`src/rtl/mdu_pkg.sv`:
```
// Shared constants for the iterative multiply/divide unit: op codes, FSM states, iteration count.
package mdu_pkg;

  localparam int MDU_ITER = 32;

  localparam logic [1:0] OP_MULTU = 2'b00;
  localparam logic [1:0] OP_MULT  = 2'b01;
  localparam logic [1:0] OP_DIVU  = 2'b10;
  localparam logic [1:0] OP_DIV   = 2'b11;

  localparam logic [1:0] ST_IDLE = 2'b00;
  localparam logic [1:0] ST_CALC = 2'b01;
  localparam logic [1:0] ST_FIX  = 2'b10;

endpackage

```
`src/rtl/mdu_sign_fix.sv`:
```
// Conditional two's-complement (dout = neg ? -din : din); combinational, zero latency, no flow control.
module mdu_sign_fix #(
  parameter int W = 32
) (
  input  logic [W-1:0] din,
  input  logic         neg,
  output logic [W-1:0] dout
);

  assign dout = neg ? (~din + W'(1)) : din;

endmodule

```
`src/rtl/mdu_iter.sv`:
```
// Iterative MULT/MULTU/DIV/DIVU with architectural HI/LO; divider built only with MDU_DIV_EN.
// Latency: done rises ITER+2 edges from acceptance (accepting edge counted); start ignored while busy.
module mdu_iter
  import mdu_pkg::*;
#(
  parameter int ITER = MDU_ITER
) (
  input  logic        clk,
  input  logic        rst,
  input  logic        start,
  input  logic [1:0]  op,
  input  logic [31:0] a,
  input  logic [31:0] b,
  input  logic        hi_we,
  input  logic        lo_we,
  input  logic [31:0] wdata,
  output logic        busy,
  output logic        done,
  output logic        div_zero,
  output logic [31:0] hi,
  output logic [31:0] lo
);

  localparam int CW = $clog2(ITER + 1);

  logic [1:0]    state;
  logic [CW-1:0] cnt;
  logic [1:0]    op_q;
  logic          a_sign_q;
  logic          b_sign_q;
  logic [31:0]   opd_q;
  logic [63:0]   acc;
  logic [31:0]   mag_a;
  logic [31:0]   mag_b;
  logic [32:0]   msum;
  logic [63:0]   mul_next;
  logic [63:0]   calc_next;
  logic [63:0]   prod_fix;
  logic          prod_neg;

  assign busy = (state != ST_IDLE);

  mdu_sign_fix #(.W(32)) u_mag_a (.din(a), .neg(op[0] & a[31]), .dout(mag_a));
  mdu_sign_fix #(.W(32)) u_mag_b (.din(b), .neg(op[0] & b[31]), .dout(mag_b));

  // Multiplier sits in acc[31:0] and shifts out LSB-first while the partial product grows in acc[63:32].
  assign msum     = {1'b0, acc[63:32]} + (acc[0] ? {1'b0, opd_q} : 33'd0);
  assign mul_next = {msum, acc[31:1]};

  assign prod_neg = (op_q == OP_MULT) & (a_sign_q ^ b_sign_q);
  mdu_sign_fix #(.W(64)) u_prod (.din(acc), .neg(prod_neg), .dout(prod_fix));

`ifdef MDU_DIV_EN
  logic [31:0] a_q;
  logic [32:0] shifted;
  logic        ge;
  logic [31:0] rem_sub;
  logic [63:0] div_next;
  logic [31:0] quo_fix;
  logic [31:0] rem_fix;

  // Restoring divide: acc = {partial remainder, dividend bits that become quotient bits}.
  assign shifted  = {acc[63:32], acc[31]};
  assign ge       = (shifted >= {1'b0, opd_q});
  assign rem_sub  = shifted[31:0] - opd_q;
  assign div_next = ge ? {rem_sub, acc[30:0], 1'b1} : {shifted[31:0], acc[30:0], 1'b0};
  assign calc_next = op_q[1] ? div_next : mul_next;

  mdu_sign_fix #(.W(32)) u_quo (
    .din(acc[31:0]), .neg((op_q == OP_DIV) & (a_sign_q ^ b_sign_q)), .dout(quo_fix));
  mdu_sign_fix #(.W(32)) u_rem (
    .din(acc[63:32]), .neg((op_q == OP_DIV) & a_sign_q), .dout(rem_fix));
`else
  assign calc_next = mul_next;
`endif

  always_ff @(posedge clk) begin
    if (!rst) begin
      state    <= ST_IDLE;
      cnt      <= '0;
      op_q     <= '0;
      a_sign_q <= 1'b0;
      b_sign_q <= 1'b0;
      opd_q    <= '0;
      acc      <= '0;
      done     <= 1'b0;
      div_zero <= 1'b0;
      hi       <= '0;
      lo       <= '0;
`ifdef MDU_DIV_EN
      a_q      <= '0;
`endif
    end else begin
      done     <= 1'b0;
      div_zero <= 1'b0;
      // Register writes land first so a completing result in FIX overrides them.
      if (hi_we) hi <= wdata;
      if (lo_we) lo <= wdata;
      case (state)
        ST_IDLE: begin
          if (start) begin
            op_q     <= op;
            a_sign_q <= a[31];
            b_sign_q <= b[31];
            opd_q    <= op[1] ? mag_b : mag_a;
            acc      <= {32'd0, (op[1] ? mag_a : mag_b)};
            cnt      <= '0;
`ifdef MDU_DIV_EN
            a_q      <= a;
            state    <= ST_CALC;
`else
            state    <= op[1] ? ST_FIX : ST_CALC;
`endif
          end
        end
        ST_CALC: begin
          acc <= calc_next;
          cnt <= cnt + CW'(1);
          if (cnt == CW'(ITER - 1)) state <= ST_FIX;
        end
        ST_FIX: begin
          state <= ST_IDLE;
          done  <= 1'b1;
          if (!op_q[1]) begin
            {hi, lo} <= prod_fix;
          end
`ifdef MDU_DIV_EN
          else if (opd_q == '0) begin
            hi       <= a_q;
            lo       <= '1;
            div_zero <= 1'b1;
          end else begin
            hi <= rem_fix;
            lo <= quo_fix;
          end
`endif
        end
        default: state <= ST_IDLE;
      endcase
    end
  end

endmodule

```
`config.mk`:
```
export PLATFORM = sky130hd
export DESIGN_NAME = mdu_iter
export DESIGN_NICKNAME = d
export VERILOG_FILES = /design/src/rtl/mdu_pkg.sv /design/src/rtl/mdu_sign_fix.sv /design/src/rtl/mdu_iter.sv
export SDC_FILE = /design/constraint.sdc
export NUM_CORES = 1
export LEC_CHECK = 0
export BUFFER_PORTS_ARGS = -buffer_cell sky130_fd_sc_hd__buf_2
export CORE_MARGIN = 10
export CORE_UTILIZATION = 35
export CTS_CLUSTER_SIZE = 25
export DETAILED_ROUTE_END_ITERATION = 10
export RECOVER_POWER = 50
export SYNTH_ARGS = -nofsm -noshare
export SYNTH_HDL_FRONTEND = slang
export SYNTH_SLANG_ARGS = --single-unit
export TNS_END_PERCENT = 20
```
`constraint.sdc`:
```
create_clock -name clk -period 3.9 [get_ports clk]
set_input_delay 0.39 -clock clk [delete_from_list [all_inputs] [get_ports clk]]
set_output_delay 0.39 -clock clk [all_outputs]
set_load 0.03 [all_outputs]
```
# == Word level (Yosys, flattened, before mapping) ==
# Index checks and enable logic that the tools add are counted.
# classes
mux,21
eq_ne,6
n_bitwise,7
reduce_logical,6
n_addsub,5
# op_table
operator,count
32-bit two-way mux,11
64-bit two-way mux,2
64-bit case mux with 2 select lines,1
"32-bit by 1-bit adder with 32-bit output, second input constant",2
"64-bit by 1-bit adder with 64-bit output, second input constant",1
32-bit inverter,2
64-bit inverter,1
32-bit by 32-bit adder with 33-bit output,1
6-bit case mux with 2 select lines,1
"6-bit by 1-bit adder with 6-bit output, second input constant",1
"6-bit by 5-bit equality test with 1-bit output, second input constant",1
2-bit two-way mux,3
6-bit two-way mux,1
2-bit AND reduction,3
"2-bit by 1-bit equality test with 1-bit output, second input constant",2
"2-bit inequality test, second input constant",2
2-bit case mux with 2 select lines,1
2-bit nonzero test,2
1-bit AND,3
"2-bit equality test, second input constant",1
2-bit zero test,1
1-bit two-way mux,1
1-bit XOR,1
# word_totals
reg_bits,173
elab_cells,55
inputBits,103

# == Depth between registers and ports, before layout ==
# Gate-level depths: netlist of the first run.
# logic_depth
depth_word,6
depth_mapped,13
ltp_nobuf,11

# == Hierarchy ==
# A second synthesis of the first run with hierarchy kept.
# hier_totals
cells_unflattened,1558
hier_area_um2,12838.6
# by_module_without_submodules
mod,cells_per_inst,area_per_inst_um2,seq_area_each_um2,n_inst
mdu_iter,1154,9635.5,3463.3,1
mdu_sign_fix at u_prod,206,1649.1,0.0,1
mdu_sign_fix at u_mag_a ...,99,777.0,0.0,2

# == Least setup slack after synthesis of the first run ==
# No wires, ideal clock.
# synth_timing
path_type,register -> register
from,register acc[0]
to,register acc[61]
setup_slack_ns,0.871
synth_period_minus_slack_ns,3.029
required_time_ns,3.826
stages_incl_launch_ff,14
arrival_ns,2.955
n_path_buf,2
cell_sequence,dfxtp_1 -> clkbuf_1 -> clkbuf_1 -> and2_1 -> ha_1 -> inv_1 -> fa_1 -> nor2b_1 -> o211ai_1 -> a32o_1 -> o31ai_1 -> a2111oi_0 -> xor2_1 -> o21ai_0
# synth_via
elab_chain_cells,3
# synth_lines
element,line_no,rtl
"start, declared",mdu_iter.sv:32,logic [63:0] acc;
"start signal, assigned",mdu_iter.sv:106,"acc <= {32'd0, (op[1] ? mag_a : mag_b)};"
"start signal, assigned",mdu_iter.sv:117,acc <= calc_next;
32-bit two-way mux,mdu_iter.sv:47,"assign msum = {1'b0, acc[63:32]} + (acc[0] ? {1'b0, opd_q} : 33'd0);"
32-bit by 32-bit adder with 33-bit output,mdu_iter.sv:47,
64-bit case mux with 2 select lines,mdu_iter.sv:99,case (state)
# Every way passes these cells.
# A chain may end at the register's enable or synchronous reset.

# == Worst setup path in the final report of the first run ==
# layout_timing
from,input port rst
to,register done
# layout_rtl
element,line_no,rtl
"start, declared",mdu_iter.sv:9,"input logic rst,"
"end signal, assigned",mdu_iter.sv:86,done <= 1'b0;
"end signal, assigned",mdu_iter.sv:94,done <= 1'b0;
"end signal, assigned",mdu_iter.sv:123,done <= 1'b1;
"end, declared",mdu_iter.sv:18,"output logic done,"
# No word-level cell between the ends.

==> results of run 1 <==
[sequential cells by signal, summed over array words and instances (netlist names)]
name and cells:
lo 32, op_q 2, a_sign_q 1, done 1, acc 64, hi 32
opd_q 32, cnt 6, state 2, b_sign_q 1
[cells in the mapped netlist, types with 4 or more instances]
cell type  instances  area share [%]
buf_1             12            0.38
a21o_1            11            0.69
nand2_1          127             4.0
a22oi_1           12            0.76
a31oi_1           17            0.89
a311oi_1           4            0.29
and3_1            10            0.53
o21a_1            12            0.76
nand3_1           40             1.7
o31ai_1           19             1.2
mux2i_1           63             5.3
and2_1            40             2.1
ha_1              36             3.8
o21bai_1           8            0.50
or4_1              7            0.44
xnor2_1           82             6.0
nand2b_1          17            0.89
nor3_1            39             1.6
o22ai_1           44             2.3
a22o_1            12            0.88
clkbuf_1          89             2.8
nand4_1           15            0.79
a21oi_1          136             5.7
xor2_1            64             4.7
dfxtp_1          173              29
nor4_1            14            0.74
o211ai_1          14            0.88
nor2_1           151             4.8
nor4_2             4            0.42
inv_1             28            0.88
o221ai_1           9            0.66
mux2_2             5            0.47
a221oi_1           5            0.37
o221a_2            6            0.57
o21ai_0           85             3.6
o41ai_1            5            0.37
or3_1             13            0.68
nor2b_1            6            0.32
a211oi_1          32             2.0
[layout by cell type (no fill, tap or decap), types with 16 or more instances in the layout]
master / n
dfxtp_1: 173
nor2_1: 151
a21oi_1: 136
nand2_1: 127
buf_2: 100
o21ai_0: 85
xnor2_1: 82
clkbuf_1: 71
xor2_1: 64
mux2i_1: 63
o22ai_1: 44
and2_1: 40
nand3_1: 40
nor3_1: 39
ha_1: 36
a211oi_1: 32
inv_1: 28
o31ai_1: 19
nand2b_1: 17
a31oi_1: 17
clkbuf_16: 17
buf_4: 16
[power by group through the flow]
stage / Combinational, mW / Clock, mW / Sequential (mW)
global placement: 1.10 / 0 / 2.07
global route: 1.20 / 1.80 / 2.05
floorplan: 0.670 / 0 / 2.09
CTS: 1.11 / 1.72 / 2.03
finish: 1.10 / 1.72 / 2.04
detailed placement: 1.11 / 0 / 2.07
[through the flow]
step           instance area (µm²)  utilization (%)  power [mW]  cells
5_1_grt                      13500             40.3        5.05   2098
2_1_floorplan                11900                -        2.76   1534
3_3_place_gp                 13100             39.0        3.16   2066
4_1_cts                      13600             40.7        4.86   2098
6_report                     13500             40.3        4.85   2098
3_5_place_dp                 13100             39.0        3.18   2066
[cell type report]
type	instances	area share, %
clock inverters	15	1.05
well taps	448	4.15
multi-input cells	1228	58.6
flip-flops and latches	173	25.6
repair buffers	188	6.60
clock buffers	17	3.15
inverters	29	0.805
[worst register-to-register path, cell delays in order, from the launching register on]
cell	delay, ns
dfxtp_1	0.44
buf_4	0.29
nand2_1	0.15
inv_1	0.08
ha_1	0.23
a211oi_1	0.39
o211ai_1	0.21
a31oi_1	0.53
nand2_1	0.12
a21oi_1	0.31
xor2_1	0.16
o21ai_0	0.08
[metal layers]
layer	vias up	wire length (µm)
met1	5721	21100
met5	-	0
met3	35	3750
met4	0	545
met2	499	18000
li1	5804	-
[how the worst max path moves through the flow]
stage	slack (ns)	start	end	cells past startpoint
after floorplan	0.87	acc[0]$_SDFFE_PN0P_	acc[61]$_SDFFE_PN0P_	13
after global placement	0.92	acc[0]$_SDFFE_PN0P_	acc[61]$_SDFFE_PN0P_	11
after detailed placement	0.82	acc[0]$_SDFFE_PN0P_	acc[61]$_SDFFE_PN0P_	11
after CTS	0.80	acc[0]$_SDFFE_PN0P_	acc[61]$_SDFFE_PN0P_	11
after global routing	0.49	acc[0]$_SDFFE_PN0P_	acc[58]$_SDFFE_PN0P_	11
final	0.75	rst	done$_SDFF_PN0_	4
[cells by family after synthesis]
group                    after synthesis  synth area share [%]
AND/OR/NAND/NOR                      512                  21.1
AO/OA/AOI/OAI                        464                  25.0
flip-flops                           173                  29.1
XOR/XNOR                             146                  10.7
buffers and inverters                133                  4.25
multiplexers                          68                  5.77
adder cells (fa/ha/maj)               37                  3.95
other                                  1                0.0315
==> run summary, run 1 <==
Tightest Pin Transition = 1.35 ns
hold_ws = 0.241 ns
crit share post-route = 80.8%
Placeable Area = 33,500 µm²
sequential area share after synthesis = 29.1%
root buffer cell = clkbuf_16
max_cap viols = 0
Post-CTS Hold Buffers = 0
Netlist cell types = 76
Hold Violations, Final = 0
Sw Ratio = 35.8%
Overall Global Routing Usage = 19.9%
hold_sp = b[31]
clock power share = 35.4%
Starting Density = 35.5%
PD cells = 359 nW/µm²
Mapped Area = 11,900 µm²
R2R cell count = 11
status = complete, no violations
Crit path required time = 4.22 ns
Mean Syn Cell Area = 7.76 µm²
worst slack at placement = 0.820 ns
Die H = 204 µm
# port buffers = 168
post-CTS setup buffers = 0
met2 Use GR = 29.3%
max frequency = 317 MHz
busiest layer in global routing = met2
crit path launch type = input pin
Gate power share = 22.7%
DRT Pass-1 Iters = 6
Worst-path clk slew = 0.08 ns
DRC Markers = 0
Top Ports = 170
crit path max fanout = 61
Resize count post-CTS = 0
CP cell instances = clkbuf_1, inv_1, clkbuf_2, nor3b_1
H-tree levels = 4
register area = 3460 µm²
Hold Crit Endpoint = b_sign_q$_SDFFE_PN0P_
fin crit period = 3.15 ns
Total Wirelength = 43,400 µm
Max IR drop VDD = 0.217 mV
max incr delay on CP = 0.91 ns
Arr. time, crit path = 3.48 ns
fill count = 3,563
first-pass GRT wire length = 66,500 µm
unrepaired setup endpoints after global routing = no
vias after detailed routing = 12,100
YS warnings = 0
vias in the first global route = 11,400
worst hold path type = in -> reg
hpwl dp = 34,200 µm
worst reg2reg setup slack = 0.79 ns
clk buf depth = 2
Layout area overhead = 13.7%
Pleak = 5.25 nW
RR Startpoint = acc[0]$_SDFFE_PN0P_
CTS tree = done
CTS Sinks = 173
GRT overflow = 0
Num CTS Buffers = 17
hold path depth = 3
setup_tns = 0 ns
ant diodes = 0
DR iter-0 viols = 1,157
smallest setup slack after layout = 0.747 ns
#FFs+latches synth = 173
Die Span X = 204 µm
Core Rows = 67
post-synthesis cell count = 1,534
post-route ant nets = 0
Sequential Power Share = 41.9%
P_sw = 1.74 mW
nets = 1,777
Buf/Inv on CP = 3
Avg WL per Cell = 20.7 µm
reg2reg end = acc[58]$_SDFFE_PN0P_
crit path capture type = register
GR Util met3 = 3.84%
Die Area = 41,800 µm²
initial antenna violation count = 0
routability cong. = 0.959
number of max-slew violations in the final report = 0
critical path type = in -> reg
Setup Viol. Count Final = 0
area of the multi-input gates = 7930 µm²
layout cells sized above 1 = 10.9%
number of synthesized flops with an enable pin = 0
FFs w/ async S/R, synth = 0%
Int Pwr = 3.12 mW
syn_nets = 1,674
prevailing post-synth register cell = dfxtp_1
critical path's slowest cell = clkbuf_2
M1 GR Usage = 29.1%
slew margin rel. = 9.73%
Clk Latency, worst-skew pair = 0.45 ns
clk_skew = 0.0138 ns
CP top delay family = buffers and inverters
Vias/cell = 5.75
largest net degree at the start of global routing = 62
Note: power is estimated with default switching activity, not from simulation.
==> run 2, diff against run 1 <==
- ABC_AREA: default -> 1
- clock period: 3.9 -> 2.9 ns (I/O delays scaled with it)
==> run summary, run 2 <==
Mapped Area = 14,400 µm² (+21%)
Clk Latency, worst-skew pair = 0.46 ns (about the same)
Total Wirelength = 61,800 µm (+42%)
dpl cell area = 15,700 µm² (+20%)
Core Rows = 74 (+10%)
Post-CTS Hold Buffers = 0 (unchanged)
max_cap viols = 1 (+1)
crit share post-route = 90.1%
nets = 2,806 (+58%)
most common cell after layout, fill and taps aside = nand2_1
sequential area share after synthesis = 24.1% (-5.0 points)
setup_tns = 0 ns (unchanged)
GRT overflow = 0 (unchanged)
smallest setup slack after layout = 0.288 ns (-0.459 ns)
CTS Sinks = 173 (unchanged)
vias in the first global route = 15,700 (+38%)
clk buf depth = 2 (unchanged)
post-synth top area cell = dfxtp_1
Die H = 222 µm (+8.9%)
YS warnings = 0 (unchanged)
Hold Crit Endpoint = lo[0]$_SDFF_PN0_
cell with the most instances after synthesis = nand2_1
Mean Syn Cell Area = 5.64 µm² (-27%)
Crit path required time = 3.29 ns (-0.93 ns)
Design Area, Final = 16,100 µm² (+19%)
largest net degree at the start of global routing = 94 (+52%)
most frequent cells in the layout = nand2_1 (894), inv_1 (340), nor2_1 (245)
largest cells by area after synthesis = dfxtp_1 (24%), nand2_1 (23%), inv_1 (8.9%)
Num CTS Buffers = 17 (unchanged)
ant diodes = 0 (unchanged)
DR iter-0 viols = 1,493 (+29%)
Worst-path clk slew = 0.08 ns (about the same)
PD cells = 441 nW/µm² (+23%)
crit path launch type = register
syn_nets = 2,684 (+60%)
Max IR drop VDD = 0.391 mV (+80%)
Arr. time, crit path = 3.00 ns (-0.48 ns)
RR Startpoint = state[0]$_SDFFE_PN0P_
worst hold path type = in -> reg
Setup Viol. Count Final = 0 (unchanged)
slew margin rel. = 0.300% (-9.4 points)
fin crit period = 2.61 ns
max reg flops = 64 (unchanged)
reg2reg end = opd_q[25]$_SDFFE_PN0P_
CTS tree = done
DRC Markers = 0 (unchanged)
DRT Pass-1 Iters = 7 (+1)
first-pass GRT wire length = 94,100 µm (+41%)
routability cong. = 0.977 (+1.9%)
R2R cell count = 8 (-3)
Avg WL per Cell = 19.3 µm (-6.9%)
critical path type = reg -> reg
number of max-slew violations in the final report = 0 (unchanged)
initial antenna violation count = 0 (unchanged)
Top Ports = 170 (unchanged)
Vias/cell = 5.26 (-8.4%)
post-CTS setup buffers = 0 (unchanged)
status = complete, but fails checks
hold path depth = 3 (unchanged)
most common library cells after synthesis = nand2_1 (894), inv_1 (339), nor2_1 (243), nand3_1 (220), dfxtp_1 (173)
Resize count post-CTS = 0 (unchanged)
layout cells sized above 1 = 8.51% (-2.4 points)
Layout area overhead = 12.3%
post-synthesis cell count = 2,544 (+66%)
vias after detailed routing = 16,900 (+40%)
Overall Global Routing Usage = 23.9% (+4.0 points)
unrepaired setup endpoints after global routing = no
worst slack at placement = 0.457 ns (-0.363 ns)
clk_skew = 0.0233 ns (+0.00949 ns)
fill count = 4,592 (+29%)
Placeable Area = 40,600 µm² (+21%)
Hold Violations, Final = 0 (unchanged)
hold_sp = wdata[0]
Pleak = 8.36 nW (+59%)
failing checks = capacitance limit
Tightest Pin Transition = 1.50 ns (+0.141 ns)
worst reg2reg setup slack = 0.29 ns (-0.50 ns)
prevailing post-synth register cell = dfxtp_1
register area = 3460 µm² (unchanged)
Die Area = 49,500 µm² (+19%)
Die Span X = 222 µm (+8.9%)
max frequency = 383 MHz
hpwl dp = 49,800 µm (+46%)
root buffer cell = clkbuf_16
H-tree levels = 4 (unchanged)
Yosys top cell area share = 24.1% (-5.0 points)
crit path max fanout = 40 (-34%)
post-route ant nets = 0 (unchanged)
area of the multi-input gates = 9090 µm² (+15%)
Netlist cell types = 52 (-32%)
# port buffers = 168 (unchanged)
number of synthesized flops with an enable pin = 0 (unchanged)
register bank with the most flops = acc
FFs w/ async S/R, synth = 0% (unchanged)
#FFs+latches synth = 173 (unchanged)
crit path capture type = register
Starting Density = 35.3% (-0.17 points)
==> run 2: cell types whose count changed in the layout (fill, tap and decap cells not counted), moves of 18 or more <==
cell / previous run / this run
a211oi_1: 32 / 0
nand4_1: 15 / 37
nand2_1: 127 / 894
xor2_1: 64 / 25
xnor2_1: 82 / 12
a22oi_1: 12 / 30
nand3_1: 40 / 220
and2_1: 40 / 3
inv_1: 28 / 340
a31oi_1: 17 / 35
o22ai_1: 44 / 1
nor2_1: 151 / 245
mux2i_1: 63 / 0
==> run 2: worst max-delay path by stage <==
stage	start	end	slack (ns)	cells past startpoint
after global routing	state[0]$_SDFFE_PN0P_	acc[2]$_SDFFE_PN0P_	0.13	8
after detailed placement	acc[0]$_SDFFE_PN0P_	acc[63]$_SDFFE_PN0P_	0.46	17
after CTS	acc[0]$_SDFFE_PN0P_	acc[63]$_SDFFE_PN0P_	0.45	17
after global placement	acc[0]$_SDFFE_PN0P_	acc[56]$_SDFFE_PN0P_	0.47	15
after floorplan	acc[0]$_SDFFE_PN0P_	acc[63]$_SDFFE_PN0P_	0.58	18
final	state[0]$_SDFFE_PN0P_	opd_q[25]$_SDFFE_PN0P_	0.29	8
==> run 2: worst max-delay path: stages (launching register included) <==
cell      delay (ns)
dfxtp_1         0.34
nor2_1          0.18
nand2_2         0.08
clkbuf_2        0.55
nor2_4          0.69
inv_2           0.26
a21oi_1         0.27
nor2_1          0.08
nor2_1          0.08
==> run 2: layer usage <==
layer | wire (µm) | part of all wire [%] | GRT usage (%)
met1 | 27800 | 45 | 32.4
met5 | 0 | 0 | 0
met4 | 1990 | 3.2 | 8.02
met2 | 27400 | 44 | 37.6
met3 | 4630 | 7.5 | 4.03
==> run 2: layout make-up <==
type / instances / share of cell area, %
multi-input combinational: 1917 / 56.4
clock buffer: 18 / 2.73
timing repair buffer: 194 / 6.17
tap: 532 / 4.13
inverter: 363 / 8.47
clock inverter: 13 / 0.582
sequential: 173 / 21.5
==> run 2: kinds of logic after synthesis <==
family,share of synthesized area [%]
simple gates,43.7
buf+inv,12.5
compound gates,14.2
flops,24.1
xor+xnor,2.26
fa+ha+maj,3.28
other cells,0.0261
==> run 2: stage by stage <==
step	hold slack (ns)	cells	util (%)	power, mW
detailed placement	0.459	3179	38.6	4.91
global route	0.153	3210	39.6	7.45
floorplan	0.430	2544	-	4.15
CTS	0.134	3210	39.9	7.12
global placement	0.452	3179	38.6	4.90
finish	0.139	3210	39.6	7.10
==> run 2: report_power, final <==
group	internal (mW)	total, mW	leakage (nW)	switching (mW)
logic	0.595	2.10	6.67	1.50
registers	2.56	2.77	1.42	0.216
clock network	1.12	2.23	0.272	1.11
